**src/rtl/lcd_timing_pkg.sv**
```systemverilog
// Shared timing defaults, per-pixel scan flags and counter sizing helpers
// for the LCD scan engine.
package lcd_timing_pkg;

   localparam int unsigned DEF_ADR_WIDTH = 10;
   localparam int unsigned DEF_DAT_WIDTH = 24;
   localparam int unsigned DEF_CLK_DIV   = 4;
   localparam int unsigned DEF_H_ACTIVE  = 32;
   localparam int unsigned DEF_H_FP      = 2;
   localparam int unsigned DEF_H_SYNC    = 4;
   localparam int unsigned DEF_H_BP      = 2;
   localparam int unsigned DEF_V_ACTIVE  = 32;
   localparam int unsigned DEF_V_FP      = 1;
   localparam int unsigned DEF_V_SYNC    = 2;
   localparam int unsigned DEF_V_BP      = 1;

   typedef struct packed {
      logic active;
      logic hsync;
      logic vsync;
      logic first;
   } scan_flags_t;

   function automatic int unsigned calc_total(input int unsigned act,
                                              input int unsigned fp,
                                              input int unsigned sync,
                                              input int unsigned bp);
      return act + fp + sync + bp;
   endfunction

   // Wide enough to hold 0..total inclusive, so sync-end compares never overflow.
   function automatic int unsigned cnt_width(input int unsigned total);
      return (total < 1) ? 1 : $clog2(total + 1);
   endfunction

endpackage

```
**src/rtl/lcd_timing_counter.sv**
```systemverilog
// Pixel divider plus horizontal/vertical scan counters; flags describe the
// pixel currently held by the counters.
module lcd_timing_counter
   import lcd_timing_pkg::*;
#(
   parameter int unsigned CLK_DIV  = DEF_CLK_DIV,
   parameter int unsigned H_ACTIVE = DEF_H_ACTIVE,
   parameter int unsigned H_FP     = DEF_H_FP,
   parameter int unsigned H_SYNC   = DEF_H_SYNC,
   parameter int unsigned H_BP     = DEF_H_BP,
   parameter int unsigned V_ACTIVE = DEF_V_ACTIVE,
   parameter int unsigned V_FP     = DEF_V_FP,
   parameter int unsigned V_SYNC   = DEF_V_SYNC,
   parameter int unsigned V_BP     = DEF_V_BP
)(
   input  logic        clk_i,
   input  logic        reset_i,
   input  logic        enable_i,
   output logic        pix_start_o,
   output scan_flags_t flags_o
);

   localparam int unsigned H_TOTAL = calc_total(H_ACTIVE, H_FP, H_SYNC, H_BP);
   localparam int unsigned V_TOTAL = calc_total(V_ACTIVE, V_FP, V_SYNC, V_BP);
   localparam int unsigned DW = cnt_width(CLK_DIV);
   localparam int unsigned HW = cnt_width(H_TOTAL);
   localparam int unsigned VW = cnt_width(V_TOTAL);

   localparam logic [DW-1:0] DIV_LAST   = DW'(CLK_DIV - 1);
   localparam logic [HW-1:0] H_LAST     = HW'(H_TOTAL - 1);
   localparam logic [HW-1:0] H_ACT_END  = HW'(H_ACTIVE);
   localparam logic [HW-1:0] HS_START   = HW'(H_ACTIVE + H_FP);
   localparam logic [HW-1:0] HS_END     = HW'(H_ACTIVE + H_FP + H_SYNC);
   localparam logic [VW-1:0] V_LAST     = VW'(V_TOTAL - 1);
   localparam logic [VW-1:0] V_ACT_END  = VW'(V_ACTIVE);
   localparam logic [VW-1:0] VS_START   = VW'(V_ACTIVE + V_FP);
   localparam logic [VW-1:0] VS_END     = VW'(V_ACTIVE + V_FP + V_SYNC);

   logic [DW-1:0] div_q, div_d;
   logic [HW-1:0] h_q, h_d;
   logic [VW-1:0] v_q, v_d;
   logic          pix_ce;

   always_comb begin
      pix_ce = (div_q == DIV_LAST);
      div_d  = pix_ce ? '0 : div_q + 1'b1;
      h_d    = h_q;
      v_d    = v_q;
      if (pix_ce) begin
         if (h_q == H_LAST) begin
            h_d = '0;
            v_d = (v_q == V_LAST) ? '0 : v_q + 1'b1;
         end else begin
            h_d = h_q + 1'b1;
         end
      end
   end

   // Disabled scan parks all counters at the frame origin.
   always_ff @(posedge clk_i) begin
      if (reset_i || !enable_i) begin
         div_q <= '0;
         h_q   <= '0;
         v_q   <= '0;
      end else begin
         div_q <= div_d;
         h_q   <= h_d;
         v_q   <= v_d;
      end
   end

   // The first divider phase of each pixel is when its RAM read is issued.
   assign pix_start_o = enable_i && (div_q == '0);

   always_comb begin
      flags_o.active = (h_q < H_ACT_END) && (v_q < V_ACT_END);
      flags_o.hsync  = (h_q >= HS_START) && (h_q < HS_END);
      flags_o.vsync  = (v_q >= VS_START) && (v_q < VS_END);
      flags_o.first  = (h_q == '0) && (v_q == '0);
   end

endmodule

```
**src/rtl/lcd_scan_ctrl.sv**
```systemverilog
// Frame-buffer scan engine: issues RAM reads per active pixel and drives the
// panel pixel clock, syncs, data enable and RGB two pipeline stages later.
module lcd_scan_ctrl
   import lcd_timing_pkg::*;
#(
   parameter int unsigned ADR_WIDTH = DEF_ADR_WIDTH,
   parameter int unsigned DAT_WIDTH = DEF_DAT_WIDTH,
   parameter int unsigned CLK_DIV   = DEF_CLK_DIV,
   parameter int unsigned H_ACTIVE  = DEF_H_ACTIVE,
   parameter int unsigned H_FP      = DEF_H_FP,
   parameter int unsigned H_SYNC    = DEF_H_SYNC,
   parameter int unsigned H_BP      = DEF_H_BP,
   parameter int unsigned V_ACTIVE  = DEF_V_ACTIVE,
   parameter int unsigned V_FP      = DEF_V_FP,
   parameter int unsigned V_SYNC    = DEF_V_SYNC,
   parameter int unsigned V_BP      = DEF_V_BP
)(
   input  logic                 clk,
   input  logic                 reset,
   input  logic                 enable,
   output logic                 ram_en,
   output logic [ADR_WIDTH-1:0] ram_adr,
   input  logic [DAT_WIDTH-1:0] ram_dat,
   output logic                 lcd_pclk,
   output logic                 lcd_hsync_n,
   output logic                 lcd_vsync_n,
   output logic                 lcd_de,
   output logic [DAT_WIDTH-1:0] lcd_rgb,
   output logic                 frame_start
);

   localparam int unsigned    PW       = cnt_width(CLK_DIV / 2);
   localparam logic [PW-1:0]  PCLK_LOW = PW'(CLK_DIV / 2);

   logic        pix_start;
   scan_flags_t flags;

   lcd_timing_counter #(
      .CLK_DIV  (CLK_DIV),
      .H_ACTIVE (H_ACTIVE),
      .H_FP     (H_FP),
      .H_SYNC   (H_SYNC),
      .H_BP     (H_BP),
      .V_ACTIVE (V_ACTIVE),
      .V_FP     (V_FP),
      .V_SYNC   (V_SYNC),
      .V_BP     (V_BP)
   ) u_timing (
      .clk_i       (clk),
      .reset_i     (reset),
      .enable_i    (enable),
      .pix_start_o (pix_start),
      .flags_o     (flags)
   );

   logic [ADR_WIDTH-1:0] adr_cnt_q, adr_cnt_d, adr_issue;
   logic [ADR_WIDTH-1:0] ram_adr_q, ram_adr_d;
   logic                 ram_en_q, ram_en_d;
   scan_flags_t          flags1_q, flags2_q;
   logic                 vld1_q, vld2_q;
   logic [DAT_WIDTH-1:0] rgb_q, rgb_d;
   logic                 de_q, de_d;
   logic                 hs_n_q, hs_n_d;
   logic                 vs_n_q, vs_n_d;
   logic                 fs_q, fs_d;
   logic                 pclk_q, pclk_d;
   logic [PW-1:0]        pclk_cnt_q, pclk_cnt_d;

   // The frame origin forces address 0 so a wrapped or aborted frame realigns.
   always_comb begin
      adr_issue = flags.first ? '0 : adr_cnt_q;
      adr_cnt_d = adr_cnt_q;
      ram_adr_d = ram_adr_q;
      ram_en_d  = 1'b0;
      if (pix_start) begin
         ram_adr_d = adr_issue;
         ram_en_d  = flags.active;
         adr_cnt_d = flags.active ? adr_issue + 1'b1 : adr_issue;
      end
   end

   // pclk_cnt of zero means idle; it runs only during the low half of pclk.
   always_comb begin
      rgb_d      = rgb_q;
      de_d       = de_q;
      hs_n_d     = hs_n_q;
      vs_n_d     = vs_n_q;
      fs_d       = 1'b0;
      pclk_d     = pclk_q;
      pclk_cnt_d = pclk_cnt_q;
      if (vld2_q) begin
         rgb_d      = flags2_q.active ? ram_dat : '0;
         de_d       = flags2_q.active;
         hs_n_d     = !flags2_q.hsync;
         vs_n_d     = !flags2_q.vsync;
         fs_d       = flags2_q.first;
         pclk_d     = 1'b0;
         pclk_cnt_d = PW'(1);
      end else if (pclk_cnt_q != '0) begin
         if (pclk_cnt_q == PCLK_LOW) begin
            pclk_d     = 1'b1;
            pclk_cnt_d = '0;
         end else begin
            pclk_cnt_d = pclk_cnt_q + 1'b1;
         end
      end
   end

   always_ff @(posedge clk) begin
      if (reset || !enable) begin
         adr_cnt_q  <= '0;
         ram_adr_q  <= '0;
         ram_en_q   <= 1'b0;
         flags1_q   <= '0;
         flags2_q   <= '0;
         vld1_q     <= 1'b0;
         vld2_q     <= 1'b0;
         rgb_q      <= '0;
         de_q       <= 1'b0;
         hs_n_q     <= 1'b1;
         vs_n_q     <= 1'b1;
         fs_q       <= 1'b0;
         pclk_q     <= 1'b0;
         pclk_cnt_q <= '0;
      end else begin
         adr_cnt_q  <= adr_cnt_d;
         ram_adr_q  <= ram_adr_d;
         ram_en_q   <= ram_en_d;
         flags1_q   <= flags;
         flags2_q   <= flags1_q;
         vld1_q     <= pix_start;
         vld2_q     <= vld1_q;
         rgb_q      <= rgb_d;
         de_q       <= de_d;
         hs_n_q     <= hs_n_d;
         vs_n_q     <= vs_n_d;
         fs_q       <= fs_d;
         pclk_q     <= pclk_d;
         pclk_cnt_q <= pclk_cnt_d;
      end
   end

   assign ram_en      = ram_en_q;
   assign ram_adr     = ram_adr_q;
   assign lcd_pclk    = pclk_q;
   assign lcd_hsync_n = hs_n_q;
   assign lcd_vsync_n = vs_n_q;
   assign lcd_de      = de_q;
   assign lcd_rgb     = rgb_q;
   assign frame_start = fs_q;

endmodule

```
**config.mk**
```make
export PLATFORM = sky130hd
export DESIGN_NAME = lcd_scan_ctrl
export DESIGN_NICKNAME = d
export VERILOG_FILES = /design/src/rtl/lcd_timing_pkg.sv /design/src/rtl/lcd_timing_counter.sv /design/src/rtl/lcd_scan_ctrl.sv
export SDC_FILE = /design/constraint.sdc
export NUM_CORES = 1
export LEC_CHECK = 0
export ABC_AREA = 1
export CAP_MARGIN = 10
export CELL_PAD_IN_SITES_DETAIL_PLACEMENT = 1
export CELL_PAD_IN_SITES_GLOBAL_PLACEMENT = 1
export CORE_MARGIN = 4
export CORE_UTILIZATION = 40
export DETAILED_ROUTE_END_ITERATION = 10
export PLACE_DENSITY_LB_ADDON = 0.1
export RECOVER_POWER = 25
export SLEW_MARGIN = 20
export SYNTH_ARGS = -nofsm -noshare
export SYNTH_HDL_FRONTEND = slang
export SYNTH_SLANG_ARGS = --single-unit
```
**constraint.sdc**
```tcl
create_clock -name clk -period 4.3 [get_ports clk]
set_clock_uncertainty 0.1 [all_clocks]
set_input_delay 0.86 -clock clk [delete_from_list [all_inputs] [get_ports clk]]
set_output_delay 0.86 -clock clk [all_outputs]
set_load 0.005 [all_outputs]
```
==> results.ini, run 1 <==
[run_status]
status=finished clean

[sta]
maxSlewViolCount=0
finalCriticalPeriod_ns=2.78
finalCritPeriodShare=0.648
hold_violations=0
worstMarginPinSlew_ns=0.948
max_freq_mhz=359
fin_setup_tns_ns=0
holdWs_ns=0.302
setup_violations=0
relSlewSlack=0.368
rsz0062_at_grt=false

[cts]
cts-buffers-inserted=9
clkTransAtPathRegs_ns=0.08
cts-root-buf=clkbuf_8
clk_path_buf_depth=2
clock_latency_ns=0.35
htreeDepth=3
cts.sinks=77
ctsHoldBuffers=0
post_cts.repair.setup_buffers=0
cts_tree=built
ctsResizeCount=0

[yosys]
yosysTopAreaCellShare=0.503
synth_area_leaders=dfxtp_1, a32o_1, nor2_1
avgSynthCellArea_um2=9.14
syn_area_um2=3060
yosysWarnings=0
ys_types=39
syn_inst=335
synth.largest_area_cell=dfxtp_1
synth_fp_nets=372
seq_area_frac_synth=0.503
ys_seq_elements=77

[worst_setup_path]
worstPathMaxFanout=18
crit_chain=clkdlybuf4s50_1 > nand2_1 > nor2_8 > clkinvlp_2 > nor2_4 > nand2_1 > nor2_1 > inv_2 > nor2_4 > nand3_1 > nand2_1 > nor2_1
path_class=input pin to register
ff2ff_setup_slack_ns=1.99
cp-start-kind=input pin
crit_top_cell=nand2_1
worstReg2RegStart=u_timing.div_q[0]
cp-end-kind=register
cp.arrival_ns=2.93
rr_worst_depth=13
slowest_stage=clkdlybuf4s50_1
reg2reg_to=adr_cnt_q[6]
worst_path_largest_cell_delay_ns=0.47
cp.required_ns=4.45

[global_route]
grt_pass1_wl_um=13000
grt_use_total=0.187
grt_pass1_vias=2648
grt_max_degree=29
grt-ovfl-total=0
grt_antenna_before_repair=0

[power_and_ir_drop]
switching_share=0.212
total_power_mw=1.47
combinationalPowerShare=0.050
power_density_nw_per_um2=364
ir_drop_v=0.000196
p_leak_nw=1.47
switchingPower_uw=312
power_frac_seq=0.493
p_int_mw=1.16
clock_power_share=0.457

[detailed_routing]
drtIter0Drc=78
routedWlPerCell_um=15.5
drtPass1Iterations=4
drc=0
drt-vias-per-instance=4.98
ant_nets=0
drt-total-wl_um=7810
vias=2516

[cells_and_area]
diodes=0
finalNetCount=438
drive_gt1_frac=0.111
stdcell_area_um2=4040
area_growth_pct=31.8

[flow_run]
max-cap-violations=0

[worst_hold_path]
min_to=flags2_q[3]
hp-start=flags1_q[3]
hold_depth=2
hp-class=register to register

[placement]
port-buffer-count=66
finalWeightedCongestion=0.788
hpwl_um=5520
dpl-instance-area_um2=3790

[floorplan]
die_y_um=95.5
io-pin-count=67
die_area_um2=9120
dieWidth_um=95.5
coreArea_um2=7330
start_util=0.418
rows=31

-- worst max-delay path by stage --
stage	startpoint	to	cells past startpoint
6_report	enable	adr_cnt_q[6]	12
5_1_grt	enable	adr_cnt_q[6]	12
4_1_cts	enable	adr_cnt_q[6]	12
3_5_place_dp	reset	lcd_rgb[3]	6
3_3_place_gp	reset	lcd_rgb[18]	6
2_1_floorplan	enable	adr_cnt_q[6]	11
-- power groups by stage --
stage                     Sequential (mW)  Clock (mW)  Combinational, mW
after floorplan                     0.740           0             0.0366
after global placement              0.742           0             0.0742
after detailed placement            0.742           0             0.0757
after CTS                           0.725       0.685             0.0764
after global routing                0.726       0.730             0.0820
final                               0.725       0.672             0.0738
-- layout by cell type, fill, tap and decap left out, drive strengths merged --
cell	n
a2111oi	1
a211oi	1
a21oi	21
a22o	1
a22oi	1
a32o	24
and3	3
buf	1
bufinv	3
clkbuf	12
clkdlybuf4s50	65
clkinv	4
clkinvlp	1
dfxtp	77
dlygate4sd3	1
ha	10
inv	39
nand2	37
nand3	18
nand4	5
nor2	52
nor3	8
nor3b	2
o211ai	1
o21ai	11
o31ai	1
xnor2	1
xor2	5
-- routing by layer --
layer	routed length, um	part of all wire	global-route usage
met4	125	0.016	0.0699
met5	0	0	0
met1	3520	0.45	0.233
met3	461	0.059	0.0576
met2	3710	0.48	0.302
-- stage by stage --
stage	setup WS, ns	instances	utilization
2_1_floorplan	2.37	335	-
3_3_place_gp	1.61	489	0.518
3_5_place_dp	1.53	489	0.518
4_1_cts	1.87	505	0.552
5_1_grt	1.33	505	0.551
6_report	1.52	505	0.551
-- cells by family (layout without fill, tap and decap cells) --
| group | after synthesis | count (layout) | synth area share |
|---|---|---|---|
| AND/OR/NAND/NOR | 125 | 125 | 0.217 |
| flip-flops | 77 | 77 | 0.503 |
| AO/OA/AOI/OAI | 62 | 62 | 0.148 |
| buffers and inverters | 55 | 126 | 0.0740 |
| adder cells (fa/ha/maj) | 10 | 10 | 0.0409 |
| XOR/XNOR | 6 | 6 | 0.0172 |
-- worst max-delay path, delay by kind of cell --
family | cells | cell delay [ns]
AND/OR/NAND/NOR | 9 | 1.16
buffers and inverters | 3 | 0.90
-- final cells by class --
class                   instances  area (um2)
fillers                       835        3290
flip-flops and latches         77        1540
multi-input cells             203        1290
repair buffers                 68         672
inverters                      42         159
clock buffers                  11         141
well taps                      99         124
clock inverters                 5         108
-- sequential cells by signal, indices dropped and copies added (netlist names), 2 cells and up --
signal and flops:
ram_adr 10, adr_cnt_q 10, flags1_q 4, u_timing.div_q 3, lcd_rgb 24, pclk_cnt_q 2, flags2_q 4, u_timing.h_q 6
u_timing.v_q 6
-- synth_stat cells --
master and count:
dfxtp_1 77, nor2_1 39, inv_1 34, nand2_1 33, a32o_1 24, a21oi_1 21, nand3_1 14, ha_1 10
o21ai_0 10, nor2_2 6, nor2_4 6, nor3_1 6, buf_2 5, inv_2 5, nand4_1 5, xor2_1 5
clkbuf_1 4, and3_1 3, nand2_2 3, nand3_2 3, buf_1 2, clkinv_1 2, nor3_2 2, a2111oi_0 1
a211oi_1 1, a22o_1 1, a22oi_1 1, buf_4 1, buf_6 1, inv_4 1, nand2_4 1, nand3_4 1
nor2_8 1, nor3b_1 1, nor3b_2 1, o211ai_1 1, o21ai_1 1, o31ai_2 1, xnor2_1 1
Note: power is estimated with default switching activity, not from simulation.
==> run 2: changes to the inputs <==
--- a/config.mk
+++ b/config.mk
@@ -10,7 +10,7 @@
 export CELL_PAD_IN_SITES_DETAIL_PLACEMENT = 1
 export CELL_PAD_IN_SITES_GLOBAL_PLACEMENT = 1
 export CORE_MARGIN = 4
-export CORE_UTILIZATION = 40
+export CORE_UTILIZATION = 34
 export DETAILED_ROUTE_END_ITERATION = 10
 export PLACE_DENSITY_LB_ADDON = 0.1
 export RECOVER_POWER = 25
==> constraint.sdc (replaced) <==
create_clock -name clk -period 2.4 [get_ports clk]
set_clock_uncertainty 0.1 [all_clocks]
set_input_delay 0.48 -clock clk [delete_from_list [all_inputs] [get_ports clk]]
set_output_delay 0.48 -clock clk [all_outputs]
set_load 0.005 [all_outputs]
==> run 2 against run 1 <==
  * Power grew 84%
  * Utilization shrank 8.3 points
  * Cell area grew 1.1%
  * Combinational power grew 84%
  * Die area grew 16%
  * Register-to-register slack lost 1.8 ns
  * Global-route usage shrank 3.3 points
  * First-iteration DRC count shrank 36%
  * Clock power grew 90%
  * Critical path depth grew 3
  * Largest cell class unchanged
  * Highest routed layer unchanged
==> results.ini, run 2 (same netlist as run 1, synthesis figures left out) <==
[run_status]
status=finished clean

[cells_and_area]
layout_commonest_cell=dfxtp_1
drive_gt1_frac=0.117  ; +0.00595
multi_input_area_um2=1280  ; -0.78%
post-route-util=0.468  ; -0.0827
largest_reg_flops=24  ; unchanged
finalNetCount=443  ; +1.1%
fin_cells=519  ; +2.8%
diodes=0  ; unchanged
area_growth_pct=33.3
ff_latch_area_um2=1540  ; about the same
fill_cells=1020  ; +22%
mostFrequentLayoutCells=dfxtp_1, clkdlybuf4s50_1, nor2_1, inv_1, nand2_1

[cts]
ctsHoldBuffers=0  ; unchanged
cts_tree=built
cts-buffers-inserted=9  ; unchanged
cts.sinks=77  ; unchanged
htreeDepth=3  ; unchanged
clkTransAtPathRegs_ns=0.08  ; about the same
post_cts.repair.setup_buffers=0  ; unchanged
clk_path_buf_depth=2  ; unchanged
cts-root-buf=clkbuf_8
ctsResizeCount=0  ; unchanged
clock_latency_ns=0.34  ; about the same

[floorplan]
io-pin-count=67  ; unchanged
die_y_um=103  ; +7.8%
dieWidth_um=103  ; +7.8%
coreArea_um2=8720  ; +19%
die_area_um2=10600  ; +16%
start_util=0.351  ; -0.0666
rows=34  ; +9.7%

[detailed_routing]
drt-total-wl_um=7700  ; -1.5%
ant_nets=0  ; unchanged
drt-vias-per-instance=4.97  ; -0.15%
drtIter0Drc=50  ; -36%
vias=2582  ; +2.6%
routedWlPerCell_um=14.8  ; -4.2%
drtPass1Iterations=4  ; unchanged
drc=0  ; unchanged

[sta]
rsz0062_at_grt=false
hold_violations=0  ; unchanged
finalCriticalPeriod_ns=2.19
finalCritPeriodShare=0.913
max_freq_mhz=457
fin_setup_tns_ns=0  ; unchanged
relSlewSlack=0.392  ; +0.0237
setup_ws_ns=0.210  ; -1.31 ns
maxSlewViolCount=0  ; unchanged
worstMarginPinSlew_ns=0.911  ; -0.0368 ns
setup_violations=0  ; unchanged

[power_and_ir_drop]
power_density_nw_per_um2=664  ; +82%
ir_drop_v=0.000305  ; +56%
p_leak_nw=1.49  ; +1.8%

[placement]
place_inst=503  ; +2.9%
hpwl_um=5510  ; -0.11%
port-buffer-count=66  ; unchanged
post-place-ws_ns=0.152  ; -1.37 ns
finalWeightedCongestion=0.740  ; -6.0%

[global_route]
grt-ovfl-total=0  ; unchanged
grt_antenna_before_repair=0  ; unchanged
grt_max_degree=26  ; -10%
grt_pass1_vias=2673  ; +0.94%
grt_pass1_wl_um=12800  ; -1.6%
grt_use_total=0.153  ; -0.0335

[worst_setup_path]
path_class=register to register
cp.arrival_ns=2.33  ; -0.60 ns
cp-end-kind=register
cp.required_ns=2.54  ; -1.91 ns
worstPathMaxFanout=4  ; -14
slowest_stage=dfxtp_2
worst_path_largest_cell_delay_ns=0.36  ; -0.11 ns
crit_chain=inv_1 > ha_1 > nand3_1 > nor2_2 > nor2_1 > ha_1 > nand2_1 > nor2_4 > nand2_1 > nor2_1 > inv_2 > nor2_4 > nand3_1 > nand2_1 > nor2_1
cp-start-kind=register

[worst_hold_path]
hp-class=register to register

[flow_run]
max-cap-violations=0  ; unchanged

run 2: critical path, delay by kind of cell (launching register included):
kind	cells	cell delay (ns)
and+or+nand+nor	11	1.05
DFF	1	0.36
adders and majority gates	2	0.40
buffers and inverters	2	0.17
run 2: worst paths after layout:
check	startpoint	endpoint	slack [ns]	depth (start not counted)
hold / removal	flags2_q[1]	lcd_vsync_n	0.30	1
setup reg to reg	u_timing.v_q[0]	adr_cnt_q[6]	0.21	15
setup / recovery	u_timing.v_q[0]	adr_cnt_q[6]	0.21	15
hold reg to reg	flags2_q[1]	lcd_vsync_n	0.30	1
run 2: routing by layer:
metal,part of all wire,GRT usage
met5,0,0
met4,0.024,0.0697
met3,0.054,0.0291
met2,0.46,0.246
met1,0.46,0.199
run 2: area by class of cell:
type,instances,area share
clock buffers,9,0.0304
clock inverters,7,0.0337
inverters,42,0.0393
multi-input cells,203,0.314
flip-flops and latches,77,0.378
well taps,108,0.0331
repair buffers,73,0.171
run 2: power breakdown:
group / switching (mW) / internal [mW]
combinational: 0.0699 / 0.0657
sequential: 0.00925 / 1.29
clock: 0.483 / 0.792
total: 0.562 / 2.15
run 2: through the flow:
step | hold slack, ns | cell area [um2] | power (mW)
final | 0.305 | 4080 | 2.71
after global routing | 0.318 | 4080 | 2.82
after CTS | 0.307 | 4110 | 2.76
after detailed placement | 0.293 | 3840 | 1.47
after global placement | 0.288 | 3840 | 1.47
after floorplan | 0.283 | 3060 | 1.39
==> run 3: changes to the inputs <==
--- a/config.mk
+++ b/config.mk
@@ -10,7 +10,8 @@
 export CELL_PAD_IN_SITES_DETAIL_PLACEMENT = 1
 export CELL_PAD_IN_SITES_GLOBAL_PLACEMENT = 1
 export CORE_MARGIN = 4
-export CORE_UTILIZATION = 34
+export CORE_UTILIZATION = 35
+export CTS_BUF_LIST = sky130_fd_sc_hd__clkbuf_4
 export DETAILED_ROUTE_END_ITERATION = 10
 export PLACE_DENSITY_LB_ADDON = 0.1
 export RECOVER_POWER = 25
==> run 3 against run 2 <==
  * Sequential share of layout area grew 0.95 points
  * Die area shrank 2.6%
  * Routed wire length shrank 3.5%
  * Setup slack gained 0.025 ns
  * Fmax grew 1.2%
  * Power shrank 13%
  * Global-route usage shrank 0.35 points
  * Worst hold slack gained 0.0093 ns
  * First-iteration DRC count grew 46%
  * Critical path type unchanged
==> results.ini, run 3 (same netlist as run 1, synthesis figures left out) <==
[worst_setup_path]
rr_worst_depth=13  ; -2
path_buf_inv=3  ; +1
worst_path_largest_cell_delay_ns=0.35  ; about the same
cp-end-kind=register
slowest_stage=dfxtp_1
reg2reg_to=adr_cnt_q[6]
crit_chain=inv_1 > ha_1 > nand2_2 > nor2_8 > clkinvlp_2 > nor2_4 > nand2_1 > nor2_1 > inv_2 > nor2_4 > nand3_1 > nand2_1 > nor2_1
cp_top_family=simple AND/OR/NAND/NOR gates
path_class=register to register
worstPathMaxFanout=8  ; +4
cp-start-kind=register
cp.arrival_ns=2.40  ; +0.07 ns
ff2ff_setup_slack_ns=0.23  ; +0.03 ns
cp.required_ns=2.63  ; +0.09 ns
worstReg2RegStart=u_timing.div_q[0]

[sta]
rsz0062_at_grt=false
finalCritPeriodShare=0.902  ; -0.0105
fin_setup_tns_ns=0  ; unchanged
worstMarginPinSlew_ns=0.925  ; +0.0147 ns
relSlewSlack=0.382  ; -0.00980
hold_violations=0  ; unchanged
maxSlewViolCount=0  ; unchanged
setup_violations=0  ; unchanged
holdWs_ns=0.314  ; +0.00932 ns
max_freq_mhz=462  ; +1.2%
finalCriticalPeriod_ns=2.17  ; -0.0251 ns

[detailed_routing]
drt-total-wl_um=7430  ; -3.5%
drt-vias-per-instance=4.92  ; -1.1%
drtIter0Drc=73  ; +46%
routedWlPerCell_um=14.4  ; -2.8%
vias=2534  ; -1.9%
ant_nets=0  ; unchanged
drtPass1Iterations=4  ; unchanged
drc=0  ; unchanged

[power_and_ir_drop]
p_leak_nw=1.44  ; -3.7%
power_density_nw_per_um2=590  ; -11%
ir_drop_v=0.000305  ; about the same

[cells_and_area]
fill_cells=983  ; -3.6%
diodes=0  ; unchanged
area_growth_pct=30.0
finalNetCount=442  ; -0.23%
drive_gt1_frac=0.120  ; +0.00272
largest_reg_flops=24  ; unchanged
mostFrequentLayoutCells=dfxtp_1, clkdlybuf4s50_1, nor2_1, inv_1, nand2_1
layout_commonest_cell=dfxtp_1
stdcell_area_um2=3980  ; -2.5%

[worst_hold_path]
hold_depth=2  ; +1
hp-class=register to register
min_to=vld2_q
hp-start=vld1_q

[floorplan]
die_area_um2=10300  ; -2.6%
die_y_um=102  ; -1.3%
start_util=0.365  ; +0.0142
io-pin-count=67  ; unchanged
dieWidth_um=102  ; -1.3%
rows=33  ; -2.9%
coreArea_um2=8380  ; -3.9%

[global_route]
grt_pass1_wl_um=12200  ; -5.2%
met3_usage=0.0365  ; +0.00741
met1_usage=0.196  ; -0.00298
grt_max_degree=29  ; +12%
grt-busiest-layer=met2
grt_pass1_vias=2490  ; -6.8%
grt_antenna_before_repair=0  ; unchanged
use_met2=0.239  ; -0.00675
grt-ovfl-total=0  ; unchanged
grt_use_total=0.150  ; -0.00346

[cts]
cts-buffers-inserted=9  ; unchanged
htreeDepth=3  ; unchanged
cts_tree=built
cts.sinks=77  ; unchanged
cts-root-buf=clkbuf_4
clkTransAtPathRegs_ns=0.14  ; +0.06 ns
clock_latency_ns=0.43  ; +0.09 ns
post_cts.repair.setup_buffers=0  ; unchanged
clk_path_buf_depth=2  ; unchanged

[run_status]
status=finished clean

[placement]
hpwl_um=5390  ; -2.3%
finalWeightedCongestion=0.764  ; +3.3%
port-buffer-count=66  ; unchanged
dpl-instance-area_um2=3830  ; -0.29%

[flow_run]
max-cap-violations=0  ; unchanged

run 3: cell types whose count changed in the layout (fill, tap and decap cells not counted), sizes merged:
cell	delta
inv	-1
bufinv	-2
clkbuf	-1
clkinvlp	+3
run 3: worst max-delay path by stage:
stage                            from           end  cells past startpoint
floorplan             u_timing.v_q[0]  adr_cnt_q[6]                     15
global route          u_timing.h_q[1]  adr_cnt_q[6]                     15
detailed placement             enable  adr_cnt_q[6]                     12
CTS                   u_timing.v_q[0]  adr_cnt_q[6]                     15
finish              u_timing.div_q[0]  adr_cnt_q[6]                     13
global placement               enable  adr_cnt_q[6]                     12
run 3: repair_timing:
action,CTS,global route
resized for setup,0,1
setup endpoints to repair,0,1
hold buffers,0,0
run 3: tightest hold or removal path, cell delays in order, from the launching register on:
cell     delay (ns)
dfxtp_1        0.32
inv_1          0.04
nor2_1         0.03
run 3: power breakdown:
part	internal (mW)	switching (mW)	leakage, nW
logic	0.0664	0.0689	0.738
clock network	0.425	0.486	0.0784
registers	1.29	0.00963	0.623
total	1.78	0.565	1.44
run 3: area by class of cell:
class	instances	area [um2]	area share
Inverter	42	159	0.0399
Timing Repair Buffer	72	696	0.175
Clock inverter	7	100	0.0251
Sequential cell	77	1540	0.388
Tap cell	105	131	0.0330
Clock buffer	9	67.6	0.0170
Multi-Input combinational cell	203	1280	0.323
run 3: layer usage:
layer	wire, um	part of all wire	vias to the layer above
li1	-	-	1268
met1	3550	0.48	1198
met2	3420	0.46	59
met3	349	0.047	9
met4	110	0.015	0
met5	0	0	-
run 3: per-stage QoR:
step / utilization / worst slack [ns] / total power, mW / std cells
final: 0.475 / 0.235 / 2.35 / 515
after global routing: 0.475 / 0.0105 / 2.46 / 515
after CTS: 0.477 / 0.209 / 2.39 / 515
after detailed placement: 0.457 / 0.163 / 1.47 / 499
after global placement: 0.457 / 0.238 / 1.47 / 499
after floorplan: - / 0.497 / 1.39 / 335
